===== src/rtl/if_prefetch_unit_if.sv =====
// Fetch-unit bus bundle: instruction-memory request/response channel and the
// decode-side valid/ready channel. master = prefetch unit, slave = memory/decode.
interface if_prefetch_unit_if #(
    parameter int IW = 19,
    parameter int AW = 10
);
    logic          imem_req_valid;
    logic          imem_req_ready;
    logic [AW-1:0] imem_req_addr;
    logic          imem_rsp_valid;
    logic [IW-1:0] imem_rsp_data;
    logic          out_valid;
    logic          out_ready;
    logic [IW-1:0] out_instr;
    logic [AW-1:0] out_pc;
    logic [AW-1:0] out_npc;

    modport master (
        output imem_req_valid, imem_req_addr,
        input  imem_req_ready, imem_rsp_valid, imem_rsp_data,
        output out_valid, out_instr, out_pc, out_npc,
        input  out_ready
    );

    modport slave (
        input  imem_req_valid, imem_req_addr,
        output imem_req_ready, imem_rsp_valid, imem_rsp_data,
        input  out_valid, out_instr, out_pc, out_npc,
        output out_ready
    );
endinterface


===== src/rtl/if_prefetch_unit.sv =====
// Instruction prefetch front end: sequential fetch, in-order queue, redirect flush.
// Optional macro PREDECODE_HALT_EN: a kept HLT word (opcode 4'b0100) parks fetch until redirect.
module if_prefetch_unit #(
    parameter int IW    = 19,
    parameter int AW    = 10,
    parameter int DEPTH = 4
) (
    input  logic                     clk1,
    input  logic                     reset,
    input  logic                     redirect_valid,
    input  logic [AW-1:0]            redirect_pc,
    input  logic                     halt,
    if_prefetch_unit_if.master       bus,
    output logic [$clog2(DEPTH):0]   count,
    output logic                     halted
);
    localparam int PW = $clog2(DEPTH);
    localparam int CW = PW + 1;

    localparam logic [0:0] S_FETCH  = 1'b0;
    localparam logic [0:0] S_HALTED = 1'b1;

    typedef struct packed {
        logic [IW-1:0] instr;
        logic [AW-1:0] pc;
    } entry_t;

    logic [0:0]    state_q, state_d;
    logic [AW-1:0] fetch_pc_q, fetch_pc_d;
    logic [AW-1:0] rsp_pc_q, rsp_pc_d;
    logic [CW-1:0] outstanding_q, outstanding_d;
    logic [CW-1:0] drop_cnt_q, drop_cnt_d;
    logic [CW-1:0] count_q, count_d;
    logic [PW-1:0] wr_ptr_q, wr_ptr_d;
    logic [PW-1:0] rd_ptr_q, rd_ptr_d;
    entry_t        q_mem [DEPTH];

    logic [CW:0]   inflight;
    logic          req_valid, acc, rsp_keep, rsp_drop, push, pop, out_valid;
    logic          hlt_hit, hlt_lock;

    assign inflight = {1'b0, count_q} + {1'b0, outstanding_q};
    // A response arriving in the redirect cycle belongs to the old stream.
    assign rsp_keep = bus.imem_rsp_valid && (drop_cnt_q == '0) && !redirect_valid;
    assign rsp_drop = bus.imem_rsp_valid && (drop_cnt_q != '0) && !redirect_valid;
    assign push     = rsp_keep;

`ifdef PREDECODE_HALT_EN
    logic hlt_lock_q;
    assign hlt_hit  = rsp_keep && (bus.imem_rsp_data[IW-1 -: 4] == 4'b0100);
    assign hlt_lock = hlt_lock_q;

    always_ff @(posedge clk1 or posedge reset) begin
        if (reset)               hlt_lock_q <= 1'b0;
        else if (redirect_valid) hlt_lock_q <= 1'b0;
        else if (hlt_hit)        hlt_lock_q <= 1'b1;
    end
`else
    assign hlt_hit  = 1'b0;
    assign hlt_lock = 1'b0;
`endif

    // Credit rule: queued + in-flight never exceeds DEPTH, so pushes always fit.
    assign req_valid = !reset && (state_q == S_FETCH) && !halt && !redirect_valid &&
                       !hlt_hit && (inflight < (CW+1)'(DEPTH));
    assign acc       = req_valid && bus.imem_req_ready;
    assign out_valid = (count_q != '0) && !redirect_valid;
    assign pop       = out_valid && bus.out_ready;

    always_comb begin
        fetch_pc_d    = fetch_pc_q;
        rsp_pc_d      = rsp_pc_q;
        drop_cnt_d    = drop_cnt_q;
        outstanding_d = outstanding_q + CW'(acc) - CW'(bus.imem_rsp_valid);
        count_d       = count_q + CW'(push) - CW'(pop);
        wr_ptr_d      = wr_ptr_q + PW'(push);
        rd_ptr_d      = rd_ptr_q + PW'(pop);
        if (redirect_valid) begin
            drop_cnt_d = outstanding_q - CW'(bus.imem_rsp_valid);
            fetch_pc_d = redirect_pc;
            rsp_pc_d   = redirect_pc;
            count_d    = '0;
            wr_ptr_d   = '0;
            rd_ptr_d   = '0;
        end else begin
            if (acc)      fetch_pc_d = fetch_pc_q + AW'(1);
            if (push)     rsp_pc_d   = rsp_pc_q + AW'(1);
            if (rsp_drop) drop_cnt_d = drop_cnt_q - CW'(1);
        end
    end

    always_comb begin
        state_d = state_q;
        if (redirect_valid) begin
            state_d = halt ? S_HALTED : S_FETCH;
        end else begin
            case (state_q)
                S_FETCH:  if (halt || hlt_hit)   state_d = S_HALTED;
                S_HALTED: if (!halt && !hlt_lock) state_d = S_FETCH;
                default:  state_d = S_FETCH;
            endcase
        end
    end

    always_ff @(posedge clk1 or posedge reset) begin
        if (reset) begin
            state_q       <= S_FETCH;
            fetch_pc_q    <= '0;
            rsp_pc_q      <= '0;
            outstanding_q <= '0;
            drop_cnt_q    <= '0;
            count_q       <= '0;
            wr_ptr_q      <= '0;
            rd_ptr_q      <= '0;
        end else begin
            state_q       <= state_d;
            fetch_pc_q    <= fetch_pc_d;
            rsp_pc_q      <= rsp_pc_d;
            outstanding_q <= outstanding_d;
            drop_cnt_q    <= drop_cnt_d;
            count_q       <= count_d;
            wr_ptr_q      <= wr_ptr_d;
            rd_ptr_q      <= rd_ptr_d;
        end
    end

    always_ff @(posedge clk1) begin
        if (push) q_mem[wr_ptr_q] <= '{instr: bus.imem_rsp_data, pc: rsp_pc_q};
    end

    assign bus.imem_req_valid = req_valid;
    assign bus.imem_req_addr  = fetch_pc_q;
    assign bus.out_valid      = out_valid;
    assign bus.out_instr      = q_mem[rd_ptr_q].instr;
    assign bus.out_pc         = q_mem[rd_ptr_q].pc;
    assign bus.out_npc        = q_mem[rd_ptr_q].pc + AW'(1);
    assign count              = count_q;
    assign halted             = (state_q == S_HALTED);

    a_no_overflow: assert property (@(posedge clk1) disable iff (reset)
        !(push && (count_q == CW'(DEPTH))));
endmodule


===== src/flat_wrapper.sv =====
// flat-port wrapper written by rule: the top's interface ports become plain ports
module if_prefetch_unit_flat 
#(
    parameter int IW    = 19,
    parameter int AW    = 10,
    parameter int DEPTH = 4
)
  (clk1, reset, redirect_valid, redirect_pc, halt, count, halted, bus_imem_req_valid, bus_imem_req_addr, bus_imem_req_ready, bus_imem_rsp_valid, bus_imem_rsp_data, bus_out_valid, bus_out_instr, bus_out_pc, bus_out_npc, bus_out_ready);
  if_prefetch_unit_if #(.IW(IW), .AW(AW)) bus_i ();
  input  logic clk1;
  input  logic reset;
  input  logic redirect_valid;
  input  logic [AW-1:0] redirect_pc;
  input  logic halt;
  output logic [$clog2(DEPTH):0] count;
  output logic halted;
  output wire logic [$bits(bus_i.imem_req_valid)-1:0] bus_imem_req_valid;
  output wire logic [$bits(bus_i.imem_req_addr)-1:0] bus_imem_req_addr;
  input wire logic [$bits(bus_i.imem_req_ready)-1:0] bus_imem_req_ready;
  input wire logic [$bits(bus_i.imem_rsp_valid)-1:0] bus_imem_rsp_valid;
  input wire logic [$bits(bus_i.imem_rsp_data)-1:0] bus_imem_rsp_data;
  output wire logic [$bits(bus_i.out_valid)-1:0] bus_out_valid;
  output wire logic [$bits(bus_i.out_instr)-1:0] bus_out_instr;
  output wire logic [$bits(bus_i.out_pc)-1:0] bus_out_pc;
  output wire logic [$bits(bus_i.out_npc)-1:0] bus_out_npc;
  input wire logic [$bits(bus_i.out_ready)-1:0] bus_out_ready;
  assign bus_imem_req_valid = bus_i.imem_req_valid;
  assign bus_imem_req_addr = bus_i.imem_req_addr;
  assign bus_i.imem_req_ready = bus_imem_req_ready;
  assign bus_i.imem_rsp_valid = bus_imem_rsp_valid;
  assign bus_i.imem_rsp_data = bus_imem_rsp_data;
  assign bus_out_valid = bus_i.out_valid;
  assign bus_out_instr = bus_i.out_instr;
  assign bus_out_pc = bus_i.out_pc;
  assign bus_out_npc = bus_i.out_npc;
  assign bus_i.out_ready = bus_out_ready;
  if_prefetch_unit #(.IW(IW), .AW(AW), .DEPTH(DEPTH)) u_core (.clk1(clk1), .reset(reset), .redirect_valid(redirect_valid), .redirect_pc(redirect_pc), .halt(halt), .bus(bus_i), .count(count), .halted(halted));
endmodule

===== config.mk =====
export PLATFORM = sky130hd
export DESIGN_NAME = if_prefetch_unit_flat
export DESIGN_NICKNAME = d
export VERILOG_FILES = /design/src/rtl/if_prefetch_unit_if.sv /design/src/rtl/if_prefetch_unit.sv /design/src/flat_wrapper.sv
export SDC_FILE = /design/constraint.sdc
export NUM_CORES = 1
export LEC_CHECK = 0
export ABC_AREA = 1
export BUFFER_PORTS_ARGS = -buffer_cell sky130_fd_sc_hd__buf_2
export CORE_AREA = 2 2 131 121
export DETAILED_ROUTE_END_ITERATION = 6
export DIE_AREA = 0 0 133 123
export PLACE_DENSITY = 0.69
export SLEW_MARGIN = 20
export SYNTH_ARGS = -nofsm -noshare
export SYNTH_HDL_FRONTEND = slang
export SYNTH_SLANG_ARGS = --single-unit
export TNS_END_PERCENT = 100

===== constraint.sdc =====
create_clock -name clk1 -period 4.74 [get_ports clk1]
set_input_delay 0.237 -clock clk1 [delete_from_list [all_inputs] [get_ports clk1]]
set_output_delay 0.237 -clock clk1 [all_outputs]
set_load 0.02 [all_outputs]

==> qor.csv, run 1 <==
metric,value,unit
hold_path.class,in2reg,
drv_slew,0,
cp-start-kind,flip-flop,
met2_usage,28.53,%
wl,13800,um
irDropWorstVdd,0.0002880,V
grt_max_degree,60,
critical_path_class,reg2out,
port-buffer-count,90,
rsz0062_at_grt,no,
fin_nets,741,
clock_latency,0.42,ns
fin_tns_setup,0,ns
clk_path_buf_depth,2,
final_antenna_net_count,0,
ctsHoldBuffers,2,
setup_slack,1.838,ns
io_pins,91,
busiest_layer,met2,
drive_above_1_share,22.25,%
holdWs,0.04042,ns
hold_violations,0,
syn_area,6613,um2
slowest_delay,0.69,ns
dieHeight,123,um
vias_per_cell,5.117,
grt_use_total,17.90,%
hold_path_end,u_core.q_mem[3][15],
cp.required,4.50,ns
post-place-ws,1.927,ns
reg2reg_slack,1.87,ns
fmax,0.3446,GHz
yosysUniqueCellTypes,31,
dp_hpwl,9016,um
grt_antenna_before_repair,0,
yosysSeqAreaShare,65.54,%
cts_tree,done,
grt_pass1_wl,22560,um
drtIter0Drc,400,
grt_pass1_vias,4544,
rows,43,
crit_slowest_cell,inv_2,
intPower,2.614,mW
grtUsageMet3,4.715,%
endpoint_kind,primary output,
worst_ep_arrival_time,2.66,ns
timing.rr.start,u_core.drop_cnt_q[0],
timing.rr.end,u_core.q_mem[1][2],
cp_common_cell,nand2_1,
syn_avg_cell_area,11.15,um2
p_sw,1.126,mW
cts_max_level,4,
power.total,3.740,mW
power_density,475.7,nW/um2
dieArea,16360,um2
relSlewSlack,28.92,%
start_util,44.05,%
overflow,0,
hp-start,bus_imem_rsp_data[5],
r2r_cells,7,
fin_skew,0.005452,ns
numCtsBuffers,17,
syn_inst,593,
die_width,133,um
root_buffer,clkbuf_16,
drc_errors,0,
drv_cap,0,
swShare,30.11,%
dr.pass1.iters,5,
combPwrFrac,21.8,%
p_seq_share,43.3,%
clkSinkCount,150,
syn_to_final_growth,18.88,%
tightest_slew,1.060,ns
post-route-min-period,2.902,ns
worst-path-max-fanout,59,
cts_resized,0,
worstPathCellList,inv_2 -> nand2_1 -> nand3_2 -> nand2_4 -> ha_1 -> inv_1 -> nor2_2 -> nand2_1 -> inv_1 -> nand3_1 -> nand2_1 -> buf_2,
hold_depth,1,
use_met1,23.68,%
yosysWarnings,0,
cts_setup_buffers,0,
ys_seq_elements,150,
route.vias.total,4621,
clk_pin_slew,0.06,ns
min_period_over_period,61.22,%
gp_congestion,0.8380,
wl_per_cell,15.28,um
diodes,0,
status,"complete, no violations",
coreArea,15010,um2
syn-num-nets,646,
p_clk_share,34.9,%
setup_viol,0,
p_leak,3.200,nW
==> power by group through the flow <==
stage	sequential, mW	clock [mW]	combinational (mW)
after global placement	1.64	0	0.800
after global routing	1.63	1.39	0.916
after floorplan	1.64	0	0.575
after CTS	1.62	1.32	0.826
after detailed placement	1.64	0	0.821
final	1.62	1.31	0.817
==> area by class of cell <==
class / instances / area, um2
inverters: 48 / 180.2
multi-input cells: 372 / 1991
well taps: 202 / 252.7
clock buffers: 24 / 481.7
repair buffers: 99 / 523.0
fillers: 1285 / 7149
clock inverters: 8 / 97.59
flip-flops and latches: 150 / 4335
==> cell families after synthesis <==
logic type / Yosys count / synth area share, %
AO/OA/AOI/OAI: 95 / 8.079
XOR/XNOR: 16 / 2.119
adder cells (fa/ha/maj): 17 / 3.444
buffers and inverters: 71 / 4.654
flip-flops: 150 / 65.54
AND/OR/NAND/NOR: 244 / 16.16
==> state kept, by name, indices dropped and copies added, names as in the netlist <==
register                  flops
u_core.rd_ptr_q               2
u_core.rsp_pc_q              10
u_core.outstanding_q          3
u_core.count                  3
u_core.halted                 1
u_core.bus.imem_req_addr     10
u_core.q_mem                116
u_core.drop_cnt_q             3
u_core.wr_ptr_q               2
==> placed cells by master, fill, tap and decap left out, types with 3 or more instances in the layout <==
| cell | netlist | routed |
|---|---|---|
| nand2_2 | 7 | 7 |
| inv_1 | 40 | 40 |
| o21ai_1 | 4 | 4 |
| buf_2 | 9 | 90 |
| o22ai_1 | 19 | 19 |
| o211ai_1 | 10 | 10 |
| clkbuf_16 | 0 | 17 |
| o21ai_0 | 48 | 48 |
| clkbuf_1 | 9 | 4 |
| clkbuf_8 | 0 | 3 |
| nor2_2 | 5 | 5 |
| edfxtp_1 | 116 | 116 |
| dfrtp_1 | 34 | 33 |
| buf_4 | 2 | 7 |
| a21oi_1 | 9 | 9 |
| inv_2 | 8 | 8 |
| nor2_1 | 62 | 62 |
| ha_1 | 15 | 15 |
| nor3_2 | 0 | 4 |
| nand3_2 | 3 | 3 |
| nand3_1 | 46 | 46 |
| xor2_1 | 9 | 9 |
| nand2_1 | 110 | 110 |
| xnor2_1 | 7 | 7 |
==> critical path, delay by kind of cell (launching register included) <==
kind / cells / cell delay [ns]
adders and majority gates: 1 / 0.21
DFF: 1 / 0.40
buffers and inverters: 4 / 0.97
and+or+nand+nor: 7 / 0.65
==> per-layer routing <==
| metal | up-vias | wire length [um] |
|---|---|---|
| met4 | 0 | 179 |
| met2 | 161 | 6403 |
| met5 | - | 0 |
| met3 | 15 | 958 |
| met1 | 2198 | 6259 |
| li1 | 2247 | - |
==> cell usage after synthesis <==
library cell	count	area [um2]
buf_4	2	15.01
o21ai_1	4	20.02
o31ai_1	1	7.510
o21ai_0	48	240.2
nor2_1	62	232.7
xnor2_1	7	61.31
xor2_1	9	78.83
buf_2	9	45.04
ha_1	15	187.7
a21oi_1	9	45.04
buf_6	3	33.78
o211ai_1	10	75.07
and2_1	1	6.260
a22oi_1	2	15.01
nand3_2	3	30.03
nor2_2	5	31.28
fa_1	2	40.04
edfxtp_1	116	3483
nand3_4	1	17.52
dfrtp_1	34	850.8
nand2_1	110	412.9
nand2_2	7	43.79
inv_2	8	30.03
inv_1	40	150.1
clkbuf_1	9	33.78
nand2_4	2	22.52
nand3_1	46	230.2
o22ai_1	19	118.9
a31oi_1	2	12.51
nor3_1	6	30.03
nor2_4	1	11.26
==> per-stage QoR <==
stage / utilization (%) / cell area [um2] / cells
2_1_floorplan: - / 6613 / 593
5_1_grt: 52.37 / 7861 / 903
4_1_cts: 52.37 / 7861 / 903
6_report: 52.37 / 7861 / 903
3_5_place_dp: 48.38 / 7262 / 869
3_3_place_gp: 48.38 / 7262 / 869
==> worst max-delay path by stage <==
| stage | depth (start not counted) | end | start | slack, ns |
|---|---|---|---|---|
| 3_3_place_gp | 7 | u_core.q_mem[1][4] | u_core.drop_cnt_q[0] | 2.04 |
| 6_report | 12 | bus_out_npc[6] | u_core.rd_ptr_q[0] | 1.84 |
| 5_1_grt | 11 | bus_out_npc[4] | u_core.rd_ptr_q[0] | 1.63 |
| 2_1_floorplan | 6 | u_core.q_mem[0][0] | u_core.drop_cnt_q[0] | 1.23 |
| 3_5_place_dp | 7 | u_core.q_mem[1][2] | u_core.drop_cnt_q[0] | 1.93 |
| 4_1_cts | 12 | bus_out_npc[6] | u_core.rd_ptr_q[0] | 1.81 |
Note: power is estimated with default switching activity, not from simulation.
==> run 2: changes to the inputs <==
==> constraint.sdc (replaced) <==
create_clock -name clk1 -period 2.8 [get_ports clk1]
set_input_delay 0.14 -clock clk1 [delete_from_list [all_inputs] [get_ports clk1]]
set_output_delay 0.14 -clock clk1 [all_outputs]
set_load 0.02 [all_outputs]
==> run 2 against run 1 <==
Utilization is 2.0 points higher. Die area is the same. Combinational power is 73% higher. Routed wire length about the same. Critical path depth unchanged. Highest routed layer unchanged.
==> qor.csv, run 2 (synthesized netlist as in run 1, its figures left out) <==
metric,value,unit,change
status,"complete, no violations",,
clk_path_buf_depth,2,,unchanged
diodes,0,,unchanged
dieArea,16360,um2,unchanged
critical_path_class,reg2out,,
clk_pin_slew,0.06,ns,about the same
drive_above_1_share,21.95,%,-0.31 points
cts_tree,done,,
final_common_cell,edfxtp_1,,
fin_skew,0.01267,ns,+0.007222 ns
grt_pass1_wl,22630,um,+0.27%
busiest_layer,met2,,
relSlewSlack,69.50,%,+41 points
grt_antenna_before_repair,0,,unchanged
wl,13800,um,about the same
n_fill_cell,1251,,-2.6%
worst-path-max-fanout,18,,-69%
dieHeight,123,um,unchanged
endpoint_kind,primary output,,
reg2reg_slack,0.53,ns,-1.34 ns
grt_pass1_vias,4592,,+1.1%
overflow,0,,unchanged
drtIter0Drc,436,,+9.0%
start_util,44.05,%,unchanged
fin_nets,769,,+3.8%
timing.rr.start,u_core.count[1],,
largest_reg_flops,116,,unchanged
p_sw,1.889,mW,+68%
rsz0062_at_grt,no,,
p_leak,3.326,nW,+3.9%
p_seq_share,43.2,%,about the same
grt_max_degree,37,,-38%
final_cell_mix,"edfxtp_1 (116), nand2_1 (110), buf_2 (90), nor2_1 (62), o21ai_0 (48)",,
worst_ep_arrival_time,2.41,ns,-0.25 ns
root_buffer,clkbuf_16,,
timing.rr.end,u_core.outstanding_q[2],,
cp.required,2.66,ns,-1.84 ns
fmax,0.3919,GHz,
numCtsBuffers,17,,unchanged
post-route-min-period,2.552,ns,
grt_use_total,17.98,%,+0.081 points
power_density,778.4,nW/um2,+64%
rows,43,,unchanged
vias_per_cell,4.950,,-3.3%
tightest_slew,0.4576,ns,-0.6029 ns
fin_tns_setup,0,ns,unchanged
irDropWorstVdd,0.0004295,V,+49%
final_antenna_net_count,0,,unchanged
clock_latency,0.42,ns,about the same
dp_hpwl,8887,um,-1.4%
route.vias.total,4608,,-0.28%
gp_congestion,0.8650,,+3.2%
grtUsageMet3,5.084,%,+0.37 points
combPwrFrac,22.3,%,+0.5 points
min_period_over_period,91.14,%,
clkSinkCount,150,,unchanged
port-buffer-count,90,,unchanged
swShare,29.74,%,-0.37 points
wl_per_cell,14.82,um,-3.0%
met2_usage,29.95,%,+1.4 points
drv_cap,0,,unchanged
coreArea,15010,um2,unchanged
hp-start,redirect_pc[2],,
r2r_cells,10,,+3
intPower,4.462,mW,+71%
drc_errors,0,,unchanged
hold_path_end,u_core.bus.imem_req_addr[2],,
regMostFlops,u_core.q_mem,,
drv_slew,0,,unchanged
p_clk_share,34.5,%,-0.4 points
io_pins,91,,unchanged
die_width,133,um,unchanged
hold_violations,0,,unchanged
use_met1,23.45,%,-0.23 points
cts_max_level,4,,unchanged
dr.pass1.iters,4,,-1
setup_viol,0,,unchanged
holdWs,0.01114,ns,-0.02928 ns
hold_path.class,in2reg,,
syn_to_final_growth,23.39,%,
hold_depth,3,,+2
cp-start-kind,flip-flop,,
==> run 2: metal layers <==
metal,vias to the layer above,part of all wire (%)
met1,2183,45
li1,2293,-
met2,126,48
met5,-,0
met3,6,6.2
met4,0,0.69
==> run 2: critical path, cell delays in order, from the launching register on <==
cell     delay (ns)
dfrtp_2        0.52
buf_4          0.25
nand2_1        0.10
nand3_2        0.09
nand2_4        0.11
ha_1           0.17
inv_1          0.05
nor2_2         0.16
nand2_1        0.13
nor2_1         0.13
nand2_1        0.05
nand2_1        0.05
buf_2          0.15
==> run 2: final cells by class <==
class                      count  area [um2]  area share, %
clock buffer                  20       436.7          5.352
clock inverter                12       135.1          1.656
inverter                      48       182.7          2.239
multi-input combinational    372        1991          24.40
sequential                   150        4335          53.14
tap                          202       252.7          3.098
timing repair buffer         127       825.8          10.12
==> run 2: worst max path at each step <==
stage                               from                       to  slack [ns]  cells past startpoint
floorplan           u_core.drop_cnt_q[0]       u_core.q_mem[0][0]       -0.71                      6
global placement         u_core.count[1]  u_core.outstanding_q[2]        0.55                     10
detailed placement       u_core.count[1]  u_core.outstanding_q[2]        0.50                     10
CTS                   u_core.rd_ptr_q[0]           bus_out_npc[6]        0.20                     12
global route          u_core.rd_ptr_q[0]           bus_out_npc[8]        0.01                     12
finish                u_core.rd_ptr_q[0]           bus_out_npc[8]        0.25                     12
==> run 2: what timing repair did <==
| item | in CTS | in global routing |
|---|---|---|
| hold buffers | 24 | 0 |
| resized for setup | 0 | 2 |
| setup buffers | 0 | 0 |
| endpoints found under the hold margin | 115 | 0 |
| setup endpoints to repair | 0 | 2 |
==> run 2: power groups by stage <==
stage / Clock, mW / Combinational (mW) / Sequential (mW)
final: 2.19 / 1.41 / 2.75
after global routing: 2.34 / 1.59 / 2.77
after CTS: 2.23 / 1.43 / 2.75
after detailed placement: 0 / 1.40 / 2.79
after global placement: 0 / 1.37 / 2.77
after floorplan: 0 / 0.974 / 2.78
==> run 2: metrics by stage <==
stage                     instance area [um2]  power (mW)  util (%)  worst slack [ns]  cells
after global placement                   7345       4.140     48.93            0.5536    875
after global routing                     8159       6.695     54.36           0.01451    931
after CTS                                8157       6.401     54.34            0.1957    931
after detailed placement                 7345       4.186     48.93            0.4974    875
after floorplan                          6613       3.751         -           -0.7110    593
final                                    8159       6.351     54.36            0.2481    931
==> run 3: changes to the inputs <==
--- a/config.mk
+++ b/config.mk
@@ -6,11 +6,11 @@
 export NUM_CORES = 1
 export LEC_CHECK = 0
 export ABC_AREA = 1
-export BUFFER_PORTS_ARGS = -buffer_cell sky130_fd_sc_hd__buf_2
 export CORE_AREA = 2 2 131 121
 export DETAILED_ROUTE_END_ITERATION = 6
 export DIE_AREA = 0 0 133 123
-export PLACE_DENSITY = 0.69
+export DONT_BUFFER_PORTS = 1
+export PLACE_DENSITY = 0.64
 export SLEW_MARGIN = 20
 export SYNTH_ARGS = -nofsm -noshare
 export SYNTH_HDL_FRONTEND = slang
==> run 3 against run 2 <==
Sequential power is essentially flat. Count of clock-buffer cells in the layout is 3 lower. Clock power is 9.1% higher. Critical path depth down 1. Sequential share of layout area is 1.8 points higher. Non-clock buffer count decreased by 70. Clock skew fell by 0.0048 ns. Highest routed layer unchanged.
==> qor.csv, run 3 (synthesized netlist as in run 1, its figures left out) <==
metric,value,unit,change
fin_skew,0.007861,ns,-0.004814 ns
reg2reg_slack,0.36,ns,-0.17 ns
status,"complete, no violations",,
regMostFlops,u_core.q_mem,,
numCtsBuffers,17,,unchanged
endpoint_kind,primary output,,
rows,43,,unchanged
die_width,133,um,unchanged
dr.pass1.iters,4,,unchanged
p_sw,1.943,mW,+2.9%
relSlewSlack,42.41,%,-27 points
wl_per_cell,16.30,um,+10%
drv_cap,0,,unchanged
hold_violations,0,,unchanged
cp.required,2.66,ns,about the same
final_common_cell,edfxtp_1,,
syn_to_final_growth,19.41,%,
clock_latency,0.43,ns,about the same
timing.rr.start,u_core.count[1],,
dieArea,16360,um2,unchanged
hold_path.class,in2reg,,
crit_slowest_cell,dfrtp_2,,
dieHeight,123,um,unchanged
cp_common_cell,nand2_1,,
cp-start-kind,flip-flop,,
grt_pass1_vias,4448,,-3.1%
post-place-ws,0.3387,ns,-0.1587 ns
irDropWorstVdd,0.0005152,V,+20%
final_cell_mix,"edfxtp_1 (116), nand2_1 (110), nor2_1 (62), o21ai_0 (48), nand3_1 (46)",,
grt_use_total,18.08,%,+0.099 points
setup_viol,0,,unchanged
port-buffer-count,0,,-100%
drc_errors,0,,unchanged
overflow,0,,unchanged
clk_pin_slew,0.06,ns,about the same
power.total,6.435,mW,+1.3%
drive_above_1_share,13.35,%,-8.6 points
rsz0062_at_grt,no,,
combPwrFrac,19.6,%,-2.7 points
largest_reg_flops,116,,unchanged
tightest_slew,0.8609,ns,+0.4034 ns
cts_resized,0,,unchanged
route.vias.total,4451,,-3.4%
grt_max_degree,35,,-5.4%
hp-start,bus_imem_rsp_valid,,
p_clk_share,37.2,%,+2.7 points
drv_slew,0,,unchanged
p_leak,3.070,nW,-7.7%
drtIter0Drc,318,,-27%
worstPathCellList,buf_4 -> nand2_1 -> nand3_2 -> nand2_2 -> ha_1 -> inv_1 -> nor2_2 -> nand2_1 -> nor2_1 -> nand2_1 -> nand2_1,,
grt_pass1_wl,22330,um,-1.3%
intPower,4.492,mW,+0.66%
min_period_over_period,87.81,%,-3.3 points
fin_util,52.60,%,-1.8 points
cts_max_level,4,,unchanged
p_seq_share,43.2,%,about the same
dpl_cell_area,6947,um2,-5.4%
swShare,30.19,%,+0.45 points
finalNonFillerCells,861,,-7.5%
post-route-min-period,2.459,ns,-0.09317 ns
root_buffer,clkbuf_16,,
dp_hpwl,8898,um,+0.12%
gp_congestion,0.7641,,-12%
power_density,814.9,nW/um2,+4.7%
fin_nets,699,,-9.1%
slowest_delay,0.41,ns,-0.11 ns
grt_antenna_before_repair,0,,unchanged
dp_cells,797,,-8.9%
hold_depth,3,,unchanged
wl,14030,um,+1.7%
timing.rr.end,u_core.outstanding_q[2],,
start_util,44.05,%,unchanged
fmax,0.4067,GHz,+3.8%
cts_tree,done,,
fin_tns_setup,0,ns,unchanged
critical_path_class,reg2out,,
r2r_cells,10,,unchanged
vias_per_cell,5.170,,+4.4%
hold_path_end,u_core.drop_cnt_q[1],,
worst_ep_arrival_time,2.32,ns,-0.09 ns
clkSinkCount,150,,unchanged
io_pins,91,,unchanged
coreArea,15010,um2,unchanged
holdWs,0.04650,ns,+0.03536 ns
diodes,0,,unchanged
setup_slack,0.3413,ns,+0.09317 ns
worst-path-max-fanout,29,,+11
finish.instance_area,7896,um2,-3.2%
clk_path_buf_depth,2,,unchanged
final_antenna_net_count,0,,unchanged
## run 3: cell types whose count changed in the layout (fill, tap and decap cells not counted), sizes merged, moves of 2 or more
| cell | change |
|---|---|
| inv | +2 |
| dlygate4sd3 | +8 |
| buf | -78 |
| clkbuf | -3 |
## run 3: layer usage
metal  GRT usage, %  wire length, um  vias up  part of all wire (%)
met3          5.699              864       16                   6.2
li1               -                -     2162                     -
met2          29.66             6836      127                    49
met4          8.333              178        0                   1.3
met5              0                0        -                     0
met1          22.13             6154     2146                    44
## run 3: power by group through the flow
stage	clock [mW]	sequential, mW	combinational [mW]
floorplan	0	2.78	0.974
global placement	0	2.82	1.19
detailed placement	0	2.83	1.22
CTS	2.43	2.78	1.28
global route	2.51	2.80	1.43
finish	2.39	2.78	1.26
## run 3: what timing repair did
action	CTS	global route
setup endpoints to repair	0	0
hold buffers	32	0
hold endpoints to repair	137	0
buffers inserted	0	0
## run 3: layout make-up
type	count	area [um2]
fill	1250	7114
sequential	150	4335
inverter	48	180.2
clock inverter	15	203.9
multi-input combinational	372	1991
timing repair buffer	57	508.0
tap	202	252.7
clock buffer	17	425.4
## run 3: worst max path at each step
stage,from,to,slack [ns],depth (start not counted)
after floorplan,u_core.drop_cnt_q[0],u_core.q_mem[0][0],-0.71,6
after global placement,u_core.count[1],u_core.outstanding_q[2],0.43,10
after detailed placement,u_core.count[1],u_core.outstanding_q[2],0.34,10
after CTS,u_core.rd_ptr_q[0],bus_out_npc[8],0.31,11
after global routing,u_core.rd_ptr_q[0],bus_out_npc[8],0.17,11
final,u_core.rd_ptr_q[0],bus_out_npc[8],0.34,11
## run 3: worst max-delay path, delay by kind of cell, from the launching register on
family,cells,cell delay [ns]
adder cells (fa/ha/maj),1,0.20
buffers and inverters,2,0.28
flip-flops,1,0.41
AND/OR/NAND/NOR,8,0.98
